## config.mk

```make
export PLATFORM = sky130hd
export DESIGN_NAME = uart_prot_trig_flat
export DESIGN_NICKNAME = d
export VERILOG_FILES = /design/src/rtl/la_trig_pkg.sv /design/src/rtl/uart_prot_trig_if.sv /design/src/rtl/sync2_preset.sv /design/src/rtl/uart_prot_trig.sv /design/src/flat_wrapper.sv
export SDC_FILE = /design/constraint.sdc
export NUM_CORES = 1
export LEC_CHECK = 0
export CAP_MARGIN = 20
export CELL_PAD_IN_SITES_DETAIL_PLACEMENT = 1
export CELL_PAD_IN_SITES_GLOBAL_PLACEMENT = 1
export CORE_UTILIZATION = 41
export DETAILED_ROUTE_END_ITERATION = 16
export MAX_ROUTING_LAYER = met4
export PLACE_DENSITY_LB_ADDON = 0.3
export SLEW_MARGIN = 20
export SYNTH_ARGS = -nofsm -noshare
export SYNTH_HDL_FRONTEND = slang
export SYNTH_SLANG_ARGS = --single-unit
export TNS_END_PERCENT = 1
```

## constraint.sdc

```tcl
create_clock -name clk -period 2.2 [get_ports clk]
set_input_delay 0.44 -clock clk [delete_from_list [all_inputs] [get_ports clk]]
set_output_delay 0.44 -clock clk [all_outputs]
set_load 0.02 [all_outputs]
```

## src/rtl/la_trig_pkg.sv

```systemverilog
// Shared types and constants for the logic-analyzer protocol triggers.
package la_trig_pkg;

    // Receiver FSM states for the UART protocol trigger.
    typedef enum logic [1:0] {
        IDLE  = 2'd0,
        START = 2'd1,
        DATA  = 2'd2,
        STOP  = 2'd3
    } uart_trig_state_t;

    // Data bits in one 8N1 frame.
    localparam int UART_DATA_BITS = 8;

    // Flops between an asynchronous channel input and the clk domain.
    localparam int SYNC_STAGES = 2;

endpackage

```

## src/rtl/uart_prot_trig_if.sv

```systemverilog
// Bus bundle for the UART protocol trigger: serial line, configuration
// registers, trigger/readback outputs and the FSM state for observation.
// The host side (master) drives RX and the registers.  The trigger side
// (slave) drives UARTtrig, rx_byte and dbg_state.  There is no
// valid/ready handshake: the registers are level configuration, and
// UARTtrig is a single-clk event pulse that carries no backpressure.
interface uart_prot_trig_if
    import la_trig_pkg::*;
#(
    parameter int BAUD_W = 16,
    parameter int DATA_W = UART_DATA_BITS
);
    logic              RX;
    logic [BAUD_W-1:0] baud_cnt;
    logic [DATA_W-1:0] match;
    logic [DATA_W-1:0] mask;
    logic              UARTtrig;
    logic [DATA_W-1:0] rx_byte;
    uart_trig_state_t  dbg_state;

    modport master (
        output RX, baud_cnt, match, mask,
        input  UARTtrig, rx_byte, dbg_state
    );

    modport slave (
        input  RX, baud_cnt, match, mask,
        output UARTtrig, rx_byte, dbg_state
    );
endinterface

```

## src/rtl/sync2_preset.sv

```systemverilog
// Two-flop synchronizer with asynchronous preset to 1, so that an idle-high
// line (UART RX, SPI SS_n) reads as idle straight out of reset.
module sync2_preset #(
    parameter int W = 1
) (
    input  logic         clk,
    input  logic         rst_n,
    input  logic [W-1:0] i_d,
    output logic [W-1:0] o_q
);
    logic [W-1:0] r_meta;
    logic [W-1:0] r_sync;

    // Two back-to-back flops; the first may go metastable, the second settles it.
    always_ff @(posedge clk or negedge rst_n) begin
        if (!rst_n) begin
            r_meta <= '1;
            r_sync <= '1;
        end else begin
            r_meta <= i_d;
            r_sync <= r_meta;
        end
    end

    assign o_q = r_sync;
endmodule

```

## src/rtl/uart_prot_trig.sv

```systemverilog
// UART (8N1) protocol trigger: decodes frames on the synchronized RX line
// using a programmable clocks-per-bit count and pulses UARTtrig for one clk
// when the received byte equals match on every bit not set in mask.
// Optional build macro UART_PROT_TRIG_FRAME_CHK_EN: when defined, a stop
// bit sampled as 0 is a framing error that suppresses the trigger and
// leaves rx_byte unchanged; when undefined, the stop bit value is ignored.
module uart_prot_trig
    import la_trig_pkg::*;
#(
    parameter int BAUD_W = 16,
    parameter int DATA_W = UART_DATA_BITS
) (
    input  logic            clk,
    input  logic            rst_n,
    uart_prot_trig_if.slave bus
);
    localparam int BIT_W = $clog2(DATA_W);
    localparam logic [BIT_W-1:0] LAST_BIT = BIT_W'(DATA_W - 1);

    uart_trig_state_t  r_state;
    logic [BAUD_W-1:0] r_baud_ctr;
    logic [BIT_W-1:0]  r_bit_cnt;
    logic [DATA_W-1:0] r_shift;
    logic [DATA_W-1:0] r_rx_byte;
    logic              r_trig;
    logic              r_rx_d;

    logic              w_rx_s;
    logic              w_fall;
    logic              w_hit;
    logic              w_ctr_zero;
    logic [BAUD_W-1:0] w_reload;

    sync2_preset #(.W(1)) u_rx_sync (
        .clk   (clk),
        .rst_n (rst_n),
        .i_d   (bus.RX),
        .o_q   (w_rx_s)
    );

    // Delayed copy of the synchronized line for start-edge detection.
    always_ff @(posedge clk or negedge rst_n) begin
        if (!rst_n) begin
            r_rx_d <= 1'b1;
        end else begin
            r_rx_d <= w_rx_s;
        end
    end

    assign w_fall     = r_rx_d & ~w_rx_s;
    assign w_ctr_zero = (r_baud_ctr == '0);
    assign w_reload   = bus.baud_cnt - BAUD_W'(1);
    // Masked compare is live on the shift register, so register writes land at the compare.
    assign w_hit      = (((r_shift ^ bus.match) & ~bus.mask) == '0);

    // Frame decoder: half-bit wait to mid start, then one full bit per sample.
    always_ff @(posedge clk or negedge rst_n) begin
        if (!rst_n) begin
            r_state    <= IDLE;
            r_baud_ctr <= '0;
            r_bit_cnt  <= '0;
            r_shift    <= '0;
            r_rx_byte  <= '0;
            r_trig     <= 1'b0;
        end else begin
            r_trig <= 1'b0;
            case (r_state)
                IDLE: begin
                    if (w_fall) begin
                        r_baud_ctr <= bus.baud_cnt >> 1;
                        r_bit_cnt  <= '0;
                        r_state    <= START;
                    end
                end
                START: begin
                    if (w_ctr_zero) begin
                        // A line already back high at mid start bit was a glitch.
                        if (w_rx_s) begin
                            r_state <= IDLE;
                        end else begin
                            r_baud_ctr <= w_reload;
                            r_state    <= DATA;
                        end
                    end else begin
                        r_baud_ctr <= r_baud_ctr - BAUD_W'(1);
                    end
                end
                DATA: begin
                    if (w_ctr_zero) begin
                        r_shift    <= {w_rx_s, r_shift[DATA_W-1:1]};
                        r_bit_cnt  <= r_bit_cnt + BIT_W'(1);
                        r_baud_ctr <= w_reload;
                        if (r_bit_cnt == LAST_BIT) begin
                            r_state <= STOP;
                        end
                    end else begin
                        r_baud_ctr <= r_baud_ctr - BAUD_W'(1);
                    end
                end
                STOP: begin
                    if (w_ctr_zero) begin
                        r_state <= IDLE;
`ifdef UART_PROT_TRIG_FRAME_CHK_EN
                        if (w_rx_s) begin
                            r_rx_byte <= r_shift;
                            r_trig    <= w_hit;
                        end
`else
                        r_rx_byte <= r_shift;
                        r_trig    <= w_hit;
`endif
                    end else begin
                        r_baud_ctr <= r_baud_ctr - BAUD_W'(1);
                    end
                end
                default: r_state <= IDLE;
            endcase
        end
    end

    assign bus.UARTtrig  = r_trig;
    assign bus.rx_byte   = r_rx_byte;
    assign bus.dbg_state = r_state;
endmodule

```

## src/flat_wrapper.sv

```systemverilog
// flat-port wrapper written by rule: the top's interface ports become plain ports
module uart_prot_trig_flat import la_trig_pkg::*;
#(
    parameter int BAUD_W = 16,
    parameter int DATA_W = UART_DATA_BITS
)
  (clk, rst_n, bus_RX, bus_baud_cnt, bus_match, bus_mask, bus_UARTtrig, bus_rx_byte, bus_dbg_state);
  uart_prot_trig_if #(.BAUD_W(BAUD_W), .DATA_W(DATA_W)) bus_i ();
  input  logic clk;
  input  logic rst_n;
  input wire logic [$bits(bus_i.RX)-1:0] bus_RX;
  input wire logic [$bits(bus_i.baud_cnt)-1:0] bus_baud_cnt;
  input wire logic [$bits(bus_i.match)-1:0] bus_match;
  input wire logic [$bits(bus_i.mask)-1:0] bus_mask;
  output wire logic [$bits(bus_i.UARTtrig)-1:0] bus_UARTtrig;
  output wire logic [$bits(bus_i.rx_byte)-1:0] bus_rx_byte;
  output wire logic [$bits(bus_i.dbg_state)-1:0] bus_dbg_state;
  assign bus_i.RX = bus_RX;
  assign bus_i.baud_cnt = bus_baud_cnt;
  assign bus_i.match = bus_match;
  assign bus_i.mask = bus_mask;
  assign bus_UARTtrig = bus_i.UARTtrig;
  assign bus_rx_byte = bus_i.rx_byte;
  assign bus_dbg_state = bus_i.dbg_state;
  uart_prot_trig #(.BAUD_W(BAUD_W), .DATA_W(DATA_W)) u_core (.clk(clk), .rst_n(rst_n), .bus(bus_i));
endmodule
```

---- Yosys cells after proc, flatten, opt, wreduce, memory -nomap -nowiden ----
Index checks and enable logic that the tools add are counted.
word-level totals
  flip-flop bits (word level) ............. 41
  bits of input ports ..................... 35
operators by class
  add/sub/neg operators ................... 3
  equal/unequal tests ..................... 11
  mux-type cells .......................... 18
  bitwise operators ....................... 5
  reduce and logical (&&, ||, !) cells .... 9
operators by type and width
  cell                                                 count
  two-way mux 16 bit                                   5
  one-hot mux 16 bit (4 select lines)                  1
  subtractor 16 x 1 -> 16 bit, second input constant   2
  logical NOT 16 bit                                   1
  two-way mux 2 bit                                    6
  != test 2 x 1 -> 1 bit, second input constant        5
  AND 8 bit                                            1
  logical NOT 8 bit                                    1
  inverter 8 bit                                       1
  one-hot mux 2 bit (4 select lines)                   1
  XOR 8 bit                                            1
  two-way mux 3 bit                                    2
  one-hot mux 3 bit (2 select lines)                   1
  AND reduction 3 bit                                  2
  AND reduction 5 bit                                  1
  equality test 2 bit, second input constant           2
  AND reduction 2 bit                                  2
  adder 3 x 1 -> 3 bit, second input constant          1
  equality test 3 bit, second input constant           1
  != test 3 bit, second input constant                 1
  equality test 2 x 1 -> 1 bit, second input constant  1
  logical NOT 2 bit                                    1
  two-way mux 1 bit                                    2
  != test 2 bit, second input constant                 1
  3 further kinds                                      3

---- Depth between registers and ports, before layout ----
Gate-level depths: netlist of the first run.
  depth after elaboration ................. 5
  gate-level depth with buffers ........... 9

---- Hierarchy ----
Synthesis of the first run repeated with hierarchy kept, for this count alone.
unflattened totals
  cells, all modules ...................... 306
  area, all modules ....................... 2812.7 um2
modules (own cells, without submodules)
  module          times used  cells an instance  area each (um2)  seq. area each (um2)
  uart_prot_trig  1           304                2760.1           977.2
  sync2_preset    1           2                  52.6             52.6

---- Least setup slack after synthesis of the first run ----
OpenSTA, ideal clock, no wires.
  path type ............................... register to register
  start ................................... register u_core.r_baud_ctr[0]
  end ..................................... register u_core.r_baud_ctr[6]
  setup time .............................. 0.126 ns
  data arrival time ....................... 1.839 ns
  required time ........................... 2.074 ns
  setup slack ............................. 0.235 ns
  cell stages (with the launch flop) ...... 10
  clock period less this slack ............ 1.965 ns
  path through ............................ dfrtp_1 > inv_1 > ha_1 > nor4b_4 > nand4_2 > a21oi_4 > buf_4 > nor2_1 > a211oi_1 > o31ai_1
on the way
  word-level cells in the longest chain between the ends .. 3
RTL lines
  item                                                                               RTL line               RTL
  from (decl)                                                                        uart_prot_trig.sv:21   logic [BAUD_W-1:0] r_baud_ctr;
  from (signal assigned)                                                             uart_prot_trig.sv:70   r_baud_ctr <= bus.baud_cnt >> 1;
  from (signal assigned)                                                             uart_prot_trig.sv:81   r_baud_ctr <= w_reload;
  from (signal assigned)                                                             uart_prot_trig.sv:85   r_baud_ctr <= r_baud_ctr - BAUD_W'(1);
  subtractor 16 x 1 -> 16 bit / logical NOT 16 bit (equally long branches)           -
  two-way mux 16 bit, or another cell as far along                                   uart_prot_trig.sv:101  if (w_ctr_zero) begin
  one-hot mux 16 bit (4 select lines) / AND reduction 3 bit (equally long branches)  -
Parallel ways exist; a longest one is shown, timed or not. The select of a mux whose other input is x is not followed.
A chain may end at the register's enable or synchronous reset.

---- Final worst setup path of the first run ----
  start ................................... input port bus_baud_cnt[10]
  end ..................................... register u_core.r_baud_ctr[13]
on the way
  word-level cells in the longest chain between the ends .. 4
RTL lines
  item                                   RTL line              RTL
  from (decl)                            flat_wrapper.sv:12    input wire logic [$bits(bus_i.baud_cnt)-1:0] bus_baud_cnt;
  subtractor 16 x 1 -> 16 bit *          uart_prot_trig.sv:52  assign w_reload = bus.baud_cnt - BAUD_W'(1);
  two-way mux 16 bit                     uart_prot_trig.sv:78  if (w_rx_s) begin
  two-way mux 16 bit                     uart_prot_trig.sv:76  if (w_ctr_zero) begin
  one-hot mux 16 bit (4 select lines) *  uart_prot_trig.sv:67  case (r_state)
Every way passes the cells marked *; elsewhere a longest branch is shown, timed or not. The select of a mux whose other input is x is not followed.

==> summary.txt, run 1 <==
Final layout
  • Area of the multi-input gates: 1660 µm²
  • Inserted Diodes: 0
  • Final instance area: approximately 3800 µm²
  • Layout Cells excl Fill: between 400 and 500
  • P&R area growth vs syn: 39.1%
  • Filler instances: slightly above 700
  • Layout cells sized above 1: 25.5%
  • NumNets Final: 416
  • Reg area: between 1000 and 1500 µm²

Yosys
  • Largest cells by area after synthesis: dfrtp_1 (35%), mux2_2 (7.0%), xnor2_1 (6.1%)
  • Syn_nets: between 300 and 400
  • FFs w/ async S/R, synth: 100%
  • Sequential area share after synthesis: ~38%
  • Syn avg cell area: between 9 and 10 µm²
  • Yosys warnings: 0
  • Most frequent cell after synthesis: dfrtp_1
  • Synth Instances: between 200 and 300
  • Synth cell count leaders: dfrtp_1 (38), nor2_1 (32), nand2_1 (23), xnor2_1 (19), mux2_2 (17)
  • Yosys top cell by area: dfrtp_1
  • Syn Std Cell Area: roughly 2700 µm²
  • Synth Flop Type: dfrtp_1
  • Post-synth top area share: about a third
  • Yosys reg bits: 41
  • Post-synth cell types: 50
  • Post-synth EDFFs: 0

Global routing
  • Initial antenna violation count: 0
  • First-pass GRT wire length: approximately 13000 µm
  • Pin count of the biggest net entering global routing: 42
  • Grt total ovfl: 0
  • Vias in the first global route: 2648
  • Total GRT Usage: about a quarter

Clocking
  • CTS sink count: between 40 and 50
  • Post-cts hold buffer count: 0
  • H-tree levels: 2
  • Deepest clock path buffer count: 2
  • Clock Latency Late Sink: about 0.29 ns
  • CTS tree: done
  • Num CTS Buffers: 5
  • CTS root buf: clkbuf_8
  • Clock Pin Slew Worst Setup and Hold Paths: ~0.070 ns

Min path
  • Hold crit path type: primary input to asynchronous set/reset pin

STA
  • Fin crit share: 100%
  • Max Fclk: ~0.45 GHz
  • Slew of the pin with the lowest slew margin: around 0.65 ns
  • Fin. Hold Viols: 0
  • Hold WS: around 0.20 ns
  • Clk_skew: about 0.0042 ns
  • Setup ws final: -0.00321 ns
  • Total Negative Setup Slacks: -0.00321 ns
  • Post-layout minimum cycle time: about 2.2 ns
  • RSZ-0062 raised after global routing: yes
  • Slew Limit Fails: 0
  • Final Setup Violations: 1
  • Rel. slew slack: between 50% and 60%

Critical path
  • Crit end category: flop
  • CP required: about 2.4 ns
  • Critical path fanouts, max: 3
  • Crit Path Category: primary input to flop
  • Worst Setup Start Kind: primary input
  • Register-to-Register Path Depth: 5
  • Worst path arrival time: between 2 and 2.5 ns

Floorplanning
  • Initial Util: roughly 43%
  • Die W: about 83 µm
  • Row count: 29
  • Ports: 46
  • Die H: roughly 83 µm
  • Die area: roughly 7000 µm²
  • Total core area: around 6400 µm²

Pwr
  • Clock power frac: 14.6%
  • Sequential power share: approximately a quarter
  • Max VDD drop: between 0.6 and 0.7 mV
  • Sw power: around 1.8 mW
  • Pwr dens: 1130 nW/µm²
  • Logic gate share of total power: approximately three fifths
  • P_leak: roughly 1.6 nW
  • Int Power: between 2 and 2.5 mW
  • Switching part of the total: between 40% and 50%

Place
  • Dpl cells: around 440
  • RePlAce Congestion: approximately 0.86
  • Placed inst area: approximately 3500 µm²
  • Post-DP HPWL: 5790 µm
  • Buffers on Ports: 45

Status
  • Violated checks: setup timing
  • Outcome: complete, but fails checks

Run
  • Max-Cap Viols: 0

Routing
  • Avg WL per Cell: 17.3 µm
  • Drt total wl: between 7000 and 8000 µm
  • Via-per-instance ratio: approximately 5.6
  • DR iter-0 viols: 63
  • DRC errors left: 0
  • 1st-pass router iterations: 4
  • Vias: approximately 2500
  • Antenna Nets Post-Route: 0
[power groups by stage]
stage | combinational (mW) | clock (mW) | sequential [mW]
floorplan | 1.41 | 0 | 1.17
global placement | 2.22 | 0 | 1.14
detailed placement | 2.29 | 0 | 1.15
CTS | 2.31 | 0.650 | 1.13
global route | 2.75 | 0.662 | 1.16
finish | 2.51 | 0.626 | 1.14
[path summary, 6_finish.rpt]
| kind | startpoint | end | slack, ns |
|---|---|---|---|
| max | bus_baud_cnt[10] | u_core.r_baud_ctr[13] | -0.003 |
| max reg2reg | u_core.r_baud_ctr[9] | u_core.r_baud_ctr[2] | 0.02 |
| min reg2reg | u_core.u_rx_sync.r_meta | u_core.u_rx_sync.o_q | 0.36 |
| min in group clk | u_core.u_rx_sync.r_meta | u_core.u_rx_sync.o_q | 0.36 |
| min | rst_n | u_core.bus.rx_byte[3] | 0.20 |
| max in group asynchronous | rst_n | u_core.r_rx_d | 1.63 |
[layer usage]
layer | vias to the layer above | GRT usage, % | part of all wire, %
li1 | 1207 | - | -
met1 | 1225 | 27.6 | 44
met2 | 60 | 41.4 | 51
met3 | 17 | 3.58 | 3.3
met4 | 0 | 6.32 | 1.8
met5 | - | - | 0
[state kept, by name, summed over array words and instances, names as in the netlist, named ones only]
| register | cells |
|---|---|
| u_core.bus.UARTtrig | 1 |
| u_core.bus.dbg_state | 1 |
| u_core.bus.rx_byte | 8 |
| u_core.r_baud_ctr | 16 |
| u_core.r_bit_cnt | 3 |
| u_core.r_rx_d | 1 |
| u_core.r_shift | 8 |
| u_core.u_rx_sync.o_q | 1 |
| u_core.u_rx_sync.r_meta | 1 |
[cell families (layout without fill, tap and decap cells)]
logic type / count (synthesis) / in the layout / synth area share [%]
buf+inv: 20 / 110 / 3.22
flops: 41 / 41 / 37.9
mux: 17 / 17 / 7.04
xor+xnor: 30 / 30 / 9.67
simple gates: 99 / 99 / 20.5
compound gates: 67 / 67 / 17.5
fa+ha+maj: 9 / 9 / 4.14
[layout make-up]
cell class	instances	area share (%)
clock buffer	7	2.28
clock inverter	1	0.794
inverter	11	1.09
multi-input combinational	222	43.9
sequential	41	27.2
tap	77	2.55
timing repair buffer	91	22.1
[stage by stage]
stage | util (%) | power (mW) | worst slack [ns]
floorplan | - | 2.58 | 0.235
detailed placement | 55.6 | 3.43 | -0.363
global route | 59.2 | 4.57 | -0.0773
global placement | 55.6 | 3.35 | -0.252
finish | 59.2 | 4.28 | -0.00321
CTS | 57.5 | 4.10 | 0.0287
[critical path, cell delays in order]
cell and delay, ns:
clkdlybuf4s50_1 0.43, or4_4 0.55, or3_4 0.36, o21ai_1 0.21, a211oi_2 0.10, o31ai_1 0.30
[repair_timing]
item | in CTS | in global routing
cloned | 0 | 1
resized for setup | 1 | 11
setup endpoints to repair | 3 | 30
pin swaps | 0 | 6
buffers inserted | 0 | 4
[placed cells by master (no fill, tap or decap), drive strengths merged, types with 13 or more instances in the layout]
| cell | count |
|---|---|
| buf | 46 |
| clkdlybuf4s50 | 44 |
| nor3 | 13 |
| xnor2 | 19 |
| nand2 | 23 |
| dfrtp | 38 |
| mux2 | 17 |
| o31ai | 16 |
| nor2 | 33 |
(Power assumes the default switching activity.)
==> inputs of run 2 (changes only) <==
Settings changed: ABC_CLOCK_PERIOD_IN_PS set to 2200.
==> results of run 2 <==
No change in the layout: final DEF, timing and power equal those of run 1.
